[src/rtl/hazard_ctrl.sv]
// Pipeline hazard controller: stall/flush sequencing, EX operand forwarding and MDU hold FSM.
// Optional branch-operand forwarding and branch stall are built when HAZ_BRANCH_FWD_EN is defined.
module hazard_ctrl #(
    parameter int unsigned MDU_LATENCY = 4,
    parameter int unsigned CNT_W       = 4
) (
    input  logic       clk,
    input  logic       rst,
    input  logic [4:0] Rs_D,
    input  logic [4:0] Rt_D,
    input  logic [4:0] Rs_E,
    input  logic [4:0] Rt_E,
    input  logic [4:0] WriteReg_E,
    input  logic [4:0] WriteReg_M,
    input  logic [4:0] WriteReg_W,
    input  logic       MemToReg_E,
    input  logic       RegWrite_E,
    input  logic       RegWrite_M,
    input  logic       RegWrite_W,
    input  logic       PCSrc_D,
    input  logic       MduStart_E,
`ifdef HAZ_BRANCH_FWD_EN
    input  logic       Branch_D,
    input  logic       MemToReg_M,
    output logic       ForwardA_D,
    output logic       ForwardB_D,
`endif
    output logic       StallF,
    output logic       StallD,
    output logic       StallE,
    output logic       FlushD,
    output logic       FlushE,
    output logic       FlushM,
    output logic [1:0] ForwardA_E,
    output logic [1:0] ForwardB_E,
    output logic       MduBusy
);

    typedef enum logic [1:0] {StRun, StMduBusy, StMduDone} state_t;

    state_t             state_q, state_d;
    logic   [CNT_W-1:0] cnt_q, cnt_d;
    logic               mdu_stall;
    logic               lwstall;
    logic               branchstall;
    logic               dep_stall;

    function automatic logic [1:0] fwd_sel(input logic [4:0] src);
        if (RegWrite_M && (WriteReg_M != 5'd0) && (WriteReg_M == src)) begin
            return 2'b10;
        end else if (RegWrite_W && (WriteReg_W != 5'd0) && (WriteReg_W == src)) begin
            return 2'b01;
        end
        return 2'b00;
    endfunction

    always_ff @(posedge clk or posedge rst) begin
        if (rst) begin
            state_q <= StRun;
            cnt_q   <= '0;
        end else begin
            state_q <= state_d;
            cnt_q   <= cnt_d;
        end
    end

    // The RUN cycle that sees MduStart_E is stall 1; BUSY covers the remaining LATENCY-1.
    always_comb begin
        state_d   = state_q;
        cnt_d     = cnt_q;
        mdu_stall = 1'b0;
        unique case (state_q)
            StRun: begin
                if (MduStart_E) begin
                    mdu_stall = 1'b1;
                    state_d   = StMduBusy;
                    cnt_d     = CNT_W'(MDU_LATENCY - 1);
                end
            end
            StMduBusy: begin
                mdu_stall = 1'b1;
                cnt_d     = cnt_q - CNT_W'(1);
                if (cnt_q <= CNT_W'(1)) begin
                    state_d = StMduDone;
                    cnt_d   = '0;
                end
            end
            StMduDone: begin
                state_d = StRun;
            end
            default: begin
                state_d = StRun;
                cnt_d   = '0;
            end
        endcase
    end

    always_comb begin
        lwstall = MemToReg_E && (WriteReg_E != 5'd0) &&
                  ((WriteReg_E == Rs_D) || (WriteReg_E == Rt_D));
    end

`ifdef HAZ_BRANCH_FWD_EN
    always_comb begin
        branchstall = Branch_D &&
            ((RegWrite_E && (WriteReg_E != 5'd0) &&
              ((WriteReg_E == Rs_D) || (WriteReg_E == Rt_D))) ||
             (MemToReg_M && (WriteReg_M != 5'd0) &&
              ((WriteReg_M == Rs_D) || (WriteReg_M == Rt_D))));
        ForwardA_D  = RegWrite_M && (WriteReg_M != 5'd0) && (WriteReg_M == Rs_D);
        ForwardB_D  = RegWrite_M && (WriteReg_M != 5'd0) && (WriteReg_M == Rt_D);
    end
`else
    logic unused_regwrite_e;
    assign unused_regwrite_e = RegWrite_E;
    assign branchstall       = 1'b0;
`endif

    // Data-dependency stalls are only evaluated outside the MDU hold.
    always_comb begin
        dep_stall  = (state_q != StMduBusy) && (lwstall || branchstall);
        StallE     = mdu_stall;
        FlushM     = mdu_stall;
        StallF     = mdu_stall | dep_stall;
        StallD     = mdu_stall | dep_stall;
        FlushE     = dep_stall & ~StallE;
        FlushD     = PCSrc_D & ~StallD;
        ForwardA_E = fwd_sel(Rs_E);
        ForwardB_E = fwd_sel(Rt_E);
        MduBusy    = (state_q == StMduBusy);
    end

endmodule
[config.mk]
export PLATFORM = sky130hd
export DESIGN_NAME = hazard_ctrl
export DESIGN_NICKNAME = d
export VERILOG_FILES = /design/src/rtl/hazard_ctrl.sv
export SDC_FILE = /design/constraint.sdc
export NUM_CORES = 1
export LEC_CHECK = 0
export BUFFER_PORTS_ARGS = -buffer_cell sky130_fd_sc_hd__buf_2
export CORE_MARGIN = 3
export CORE_UTILIZATION = 43
export CTS_BUF_LIST = sky130_fd_sc_hd__clkbuf_8 sky130_fd_sc_hd__clkbuf_16
export DETAILED_ROUTE_END_ITERATION = 16
export PLACE_DENSITY = 0.81
export RECOVER_POWER = 50
export SLEW_MARGIN = 20
export SYNTH_ARGS = -nofsm -noshare
export SYNTH_HDL_FRONTEND = slang
export SYNTH_SLANG_ARGS = --single-unit
[constraint.sdc]
create_clock -name clk -period 2.7 [get_ports clk]
set_clock_uncertainty 0.05 [all_clocks]
set_input_delay 0 -clock clk [delete_from_list [all_inputs] [get_ports clk]]
set_output_delay 0 -clock clk [all_outputs]
set_load 0.01 [all_outputs]
==> flow_metrics.tcl, run 1 <==
set metrics [dict create \
    cts_tree "done" \
    grt_pass1_wl_mm 3.19 \
    synthArstFlopShare_pct 100 \
    dpl_worst_slack_ns 0.742 \
    p_total_uw 692 \
    antenna_found_initial 0 \
    max_freq_mhz 510 \
    synth_flop_cell "dfrtp_1" \
    grt_overflow 0 \
    clock_latency_ns 0.22 \
    cts_sinks 6 \
    worstSetupPathType "flop to flop" \
    cts_buffers 3 \
    num_vias 813 \
    drv_cap 0 \
    syn_inst 87 \
    min_path_type "input port to async pin" \
    core-area_um2 1560 \
    maxSlewViolCount 0 \
    syn-cell-area_um2 739 \
    antenna_cells 0 \
    synth_cell_type_count 25 \
    fillers 149 \
    fp.dieH_um 47.5 \
    ir_drop_mv 0.263 \
    post_drt_wl_per_cell_um 12.9 \
    drt.antenna.violating_nets 0 \
    setup_violations 0 \
    post-route-period-util_pct 72.7 \
    ys_top_cells_by_count "xor2_1 (24), inv_1 (7), dfrtp_1 (6), xnor2_1 (6), nor2_1 (5)" \
    clockRootBuffer "clkbuf_8" \
    grt_usage_pct 20.3 \
    seqCellArea_um2 150 \
    fin_nets 188 \
    cp-end-kind "flop" \
    hold_viol 0 \
    synth_edf_count 0 \
    num_io_pins 54 \
    p_leak_nw 0.530 \
    routed_via_density 5.18 \
    p_per_area_nw_per_um2 660 \
    gp_congestion 0.796 \
    yosys_warnings 0 \
    crit_start "cnt_q[0]" \
    fp.dieW_um 47.5 \
    drt_iter0_drc 5 \
    synth_most_common_cell "xor2_1" \
    cts.clk_slew.worst_paths_ns 0.04 \
    critPathLaunchType "flop" \
    area_delta_synth_final_pct 41.8 \
    tightest_slew_ns 0.798 \
    r2r_start "cnt_q[0]" \
    htreeDepth 1 \
    start_util_pct 47.4 \
    syn_nets 132 \
    min_period_ns 1.96 \
    finalWorstSetupSlack_ns 0.738 \
    yosysTopAreaCellShare_pct 28.4 \
    num_rows 14 \
    arrival_ns 1.99 \
    first_pass_iters 2 \
    ys_seq_area_share_pct 20.3 \
    r2r_slack_ns 0.74 \
    yosys-top-cells-area "xor2_1 (28%), dfrtp_1 (20%), xnor2_1 (7.1%)" \
    post_cts_buffers 0 \
    drc 0 \
    synth_area_leader_cell "xor2_1" \
    crit_required_ns 2.73 \
    synth-seq-cells 6 \
    hpwlAfterDp_mm 1.80 \
    maxSlewHeadroom_pct 46.4 \
    die_area_um2 2250 \
    finalWirelength_mm 2.03 \
    cp_max_fo 7 \
    multiInputGateArea_um2 544 \
    avgSynthCellArea_um2 8.50 \
    grt_max_degree 8 \
    portBuffers 52 \
    status "finished clean" \
    drive_gt1_share_pct 39.0 \
    grt_pass1_vias 767 \
    rsz0062_at_grt "no" \
    tns_ns 0 \
    clk_path_buf_depth 2 \
    r2r_cells 6 \
]
-- sequential cells by signal (all words and copies together) (netlist names) --
name / flops
state_q: 2
cnt_q: 4
-- through the flow --
stage | area [um2] | util, % | hold WS [ns] | instances
floorplan | 739 | - | -0.259 | 87
detailed placement | 1000 | 64.4 | -0.118 | 153
global route | 1050 | 67.3 | 0.230 | 157
global placement | 1000 | 64.4 | -0.125 | 153
CTS | 1060 | 67.7 | 0.190 | 157
finish | 1050 | 67.3 | 0.186 | 157
-- per-layer routing --
metal | part of all wire, % | track usage, %
met5 | 0 | 0
met4 | 2.0 | 9.94
met3 | 5.0 | 2.26
met2 | 55 | 37.4
met1 | 38 | 22.7
-- what timing repair did --
| item | CTS | global route |
|---|---|---|
| endpoints found under the setup margin | 0 | 0 |
| endpoints found under the hold margin | 6 | 0 |
| hold buffers | 1 | 0 |
| gates resized for setup | 0 | 0 |
-- cells by family after synthesis --
group | after synthesis | synth area share, %
buffers and inverters | 9 | 5.58
AOI/OAI and AO/OA | 15 | 14.0
DFF | 6 | 20.3
and+or+nand+nor | 25 | 21.2
adders and majority gates | 2 | 3.38
xor gates and xnor gates | 30 | 35.5
-- where the power goes --
group	total [mW]	internal (mW)	switching, mW
Combinational	0.373	0.160	0.213
Sequential	0.181	0.135	0.0460
Clock	0.139	0.0961	0.0424
-- critical path, cell delays in order (launching register included) --
cell and delay [ns]:
dfrtp_1 0.41, inv_1 0.08, ha_1 0.19, nor2_1 0.07
o31ai_1 0.65, o22ai_1 0.20, o2bb2ai_1 0.16
-- cells in the final DEF (no fill, tap or decap), types with 4 or more instances in the layout --
| cell | count |
|---|---|
| inv_1 | 7 |
| xnor2_1 | 6 |
| o22ai_1 | 4 |
| nor3_1 | 4 |
| buf_2 | 49 |
| dfrtp_1 | 6 |
| or4_1 | 4 |
| o21ai_0 | 4 |
| nor2_1 | 5 |
| xor2_1 | 24 |
-- final cells by class --
cell class | count | area share [%]
Tap cell | 16 | 1.91
Multi-Input combinational cell | 72 | 51.9
Clock buffer | 3 | 3.94
Inverter | 7 | 2.51
Sequential cell | 6 | 14.3
Timing Repair Buffer | 53 | 25.4
-- path summary, 6_finish.rpt --
path	to
setup / recovery	cnt_q[2]
hold / removal	cnt_q[2]
setup reg to reg	cnt_q[2]
hold reg to reg	state_q[1]
max in group asynchronous	state_q[0]
min in group clk	state_q[0]
Power figures use the tool's default switching activity.
==> run 2: changes to the inputs <==
CORE_UTILIZATION = 36   (was 43)
PLACE_DENSITY = 0.72   (was 0.81)
clock period = 1.7 ns   (was 2.7 ns; I/O delays follow)
==> flow_metrics.tcl, run 2 (synthesis gave the netlist of run 1 again) <==
set metrics [dict create \
    status "finished clean" \
    critPathLaunchType "flop" \
    p_comb_share_pct 55.0 \
    fin_cells 167 \
    cp_max_fo 7 \
    cts_sinks 6 \
    cts_tree "done" \
    crit_required_ns 1.76 \
    crit_end "cnt_q[3]" \
    cts_buffers 3 \
    power_frac_clock_pct 19.1 \
    pwr-share-seq_pct 25.9 \
    htreeDepth 1 \
    gp_congestion 0.799 \
    setup_violations 0 \
    largest_register_ffs 4 \
    grt_pass1_wl_mm 2.99 \
    grt_pass1_vias 777 \
    min_path_type "input port to async pin" \
    r2r_start "cnt_q[0]" \
    clock_latency_ns 0.22 \
    portBuffers 52 \
    maxSlewViolCount 0 \
    core-area_um2 1840 \
    antenna_cells 0 \
    placed_cells 163 \
    p_switching_uw 469 \
    cts.clk_slew.worst_paths_ns 0.04 \
    fin_nets 189 \
    p_leak_nw 0.531 \
    ir_drop_mv 0.635 \
    drv_cap 0 \
    crit_chain "inv_1 -> ha_1 -> nor2_1 -> o31ai_1 -> buf_4 -> o22ai_1 -> o2bb2ai_1" \
    drive_gt1_share_pct 39.4 \
    cp_num_cells 7 \
    r2r_cells 7 \
    cpPeakStageDelay_ns 0.41 \
    fp.dieW_um 51.3 \
    drc 0 \
    p_per_area_nw_per_um2 1040 \
    fin_util_pct 58.2 \
    swShare_pct 42.2 \
    start_util_pct 40.2 \
    cp-end-kind "flop" \
    tns_ns 0 \
    drt_iter0_drc 4 \
    drt.antenna.violating_nets 0 \
    clockRootBuffer "clkbuf_8" \
    hold_viol 0 \
    grt_usage_pct 14.8 \
    post_drt_wl_per_cell_um 11.3 \
    post-route-period-util_pct 87.3 \
    worstSetupPathType "flop to flop" \
    crit_buf_inv 2 \
    top_register "cnt_q" \
    crit_slowest_cell "dfrtp_1" \
    arrival_ns 1.54 \
    reg.largest.list "cnt_q: 4 flops, state_q: 2 flops" \
    grt_max_degree 8 \
    clk_path_buf_depth 2 \
    final_cell_mix "buf_2 (48), xor2_1 (24), inv_1 (7)" \
    final_common_cell "buf_2" \
    cp_top_family "compound AO/OA/AOI/OAI gates" \
    grt_overflow 0 \
    fp.dieH_um 51.3 \
    num_rows 15 \
    hpwlAfterDp_mm 1.68 \
    area_delta_synth_final_pct 44.7 \
    fillers 177 \
    seqCellArea_um2 150 \
    finalWirelength_mm 1.89 \
    first_pass_iters 4 \
    num_io_pins 54 \
    rsz0062_at_grt "no" \
    maxSlewHeadroom_pct 67.8 \
    reg2reg_to "cnt_q[3]" \
    routed_via_density 4.98 \
    num_vias 831 \
    r2r_slack_ns 0.22 \
    max_freq_mhz 674 \
    multiInputGateArea_um2 548 \
    antenna_found_initial 0 \
    min_period_ns 1.48 \
    crit_start "cnt_q[0]" \
    die_area_um2 2630 \
    tightest_slew_ns 0.478 \
    cell_internal_pwr_uw 643 \
    p_total_mw 1.11 \
]
[run 2: changes by cell type in the layout (fill, tap and decap cells not counted)]
cell / previous run / this run
o21ai_0: 4 / 3
clkbuf_1: 3 / 4
buf_4: 0 / 1
buf_2: 49 / 48
o21ai_2: 0 / 1
[run 2: worst min path at each step]
stage | from | to | slack [ns]
5_1_grt | rst | cnt_q[2] | 0.23
2_1_floorplan | rst | cnt_q[0] | -0.26
3_5_place_dp | rst | cnt_q[2] | -0.12
4_1_cts | rst | cnt_q[2] | 0.19
6_report | rst | cnt_q[0] | 0.18
3_3_place_gp | rst | cnt_q[0] | -0.13
[run 2: power by group through the flow]
stage                     clock network, mW  registers [mW]  logic [mW]
after global routing                  0.226           0.301       0.680
after detailed placement                  0           0.289       0.621
after global placement                    0           0.283       0.598
final                                 0.212           0.288       0.612
after CTS                             0.220           0.287       0.624
after floorplan                           0           0.269       0.426
[run 2: repair_timing]
action                    4_1_cts  5_1_grt
gates resized for setup         0        0
setup buffers                   0        0
hold buffers                    1        0
hold endpoints to repair        6        0
[run 2: layout make-up]
class	instances	share of cell area, %
Sequential cell	6	14.0
Multi-Input combinational cell	72	51.2
Tap cell	25	2.92
Timing Repair Buffer	54	25.5
Inverter	7	2.46
Clock buffer	3	3.86
[run 2: metrics by stage]
stage          cell area, um2  setup WS (ns)  hold slack, ns
2_1_floorplan             739         0.0455          -0.259
3_3_place_gp             1020          0.279          -0.127
3_5_place_dp             1020          0.221          -0.124
4_1_cts                  1070          0.214           0.188
5_1_grt                  1070          0.109           0.232
6_report                 1070          0.216           0.181
[run 2: worst reg2reg max path, delay by kind of cell (launching register included)]
kind,cells,cell delay (ns)
buf+inv,2,0.25
fa+ha+maj,1,0.18
flops,1,0.41
compound gates,3,0.41
simple gates,1,0.06
[run 2: per-layer routing]
layer  routed length (um)  track usage (%)  up-vias
li1                     -                -      418
met1                  788             17.9      367
met2                  894             26.0       42
met3                  173             1.75        4
met4                   31             6.55        0
met5                    0                0        -
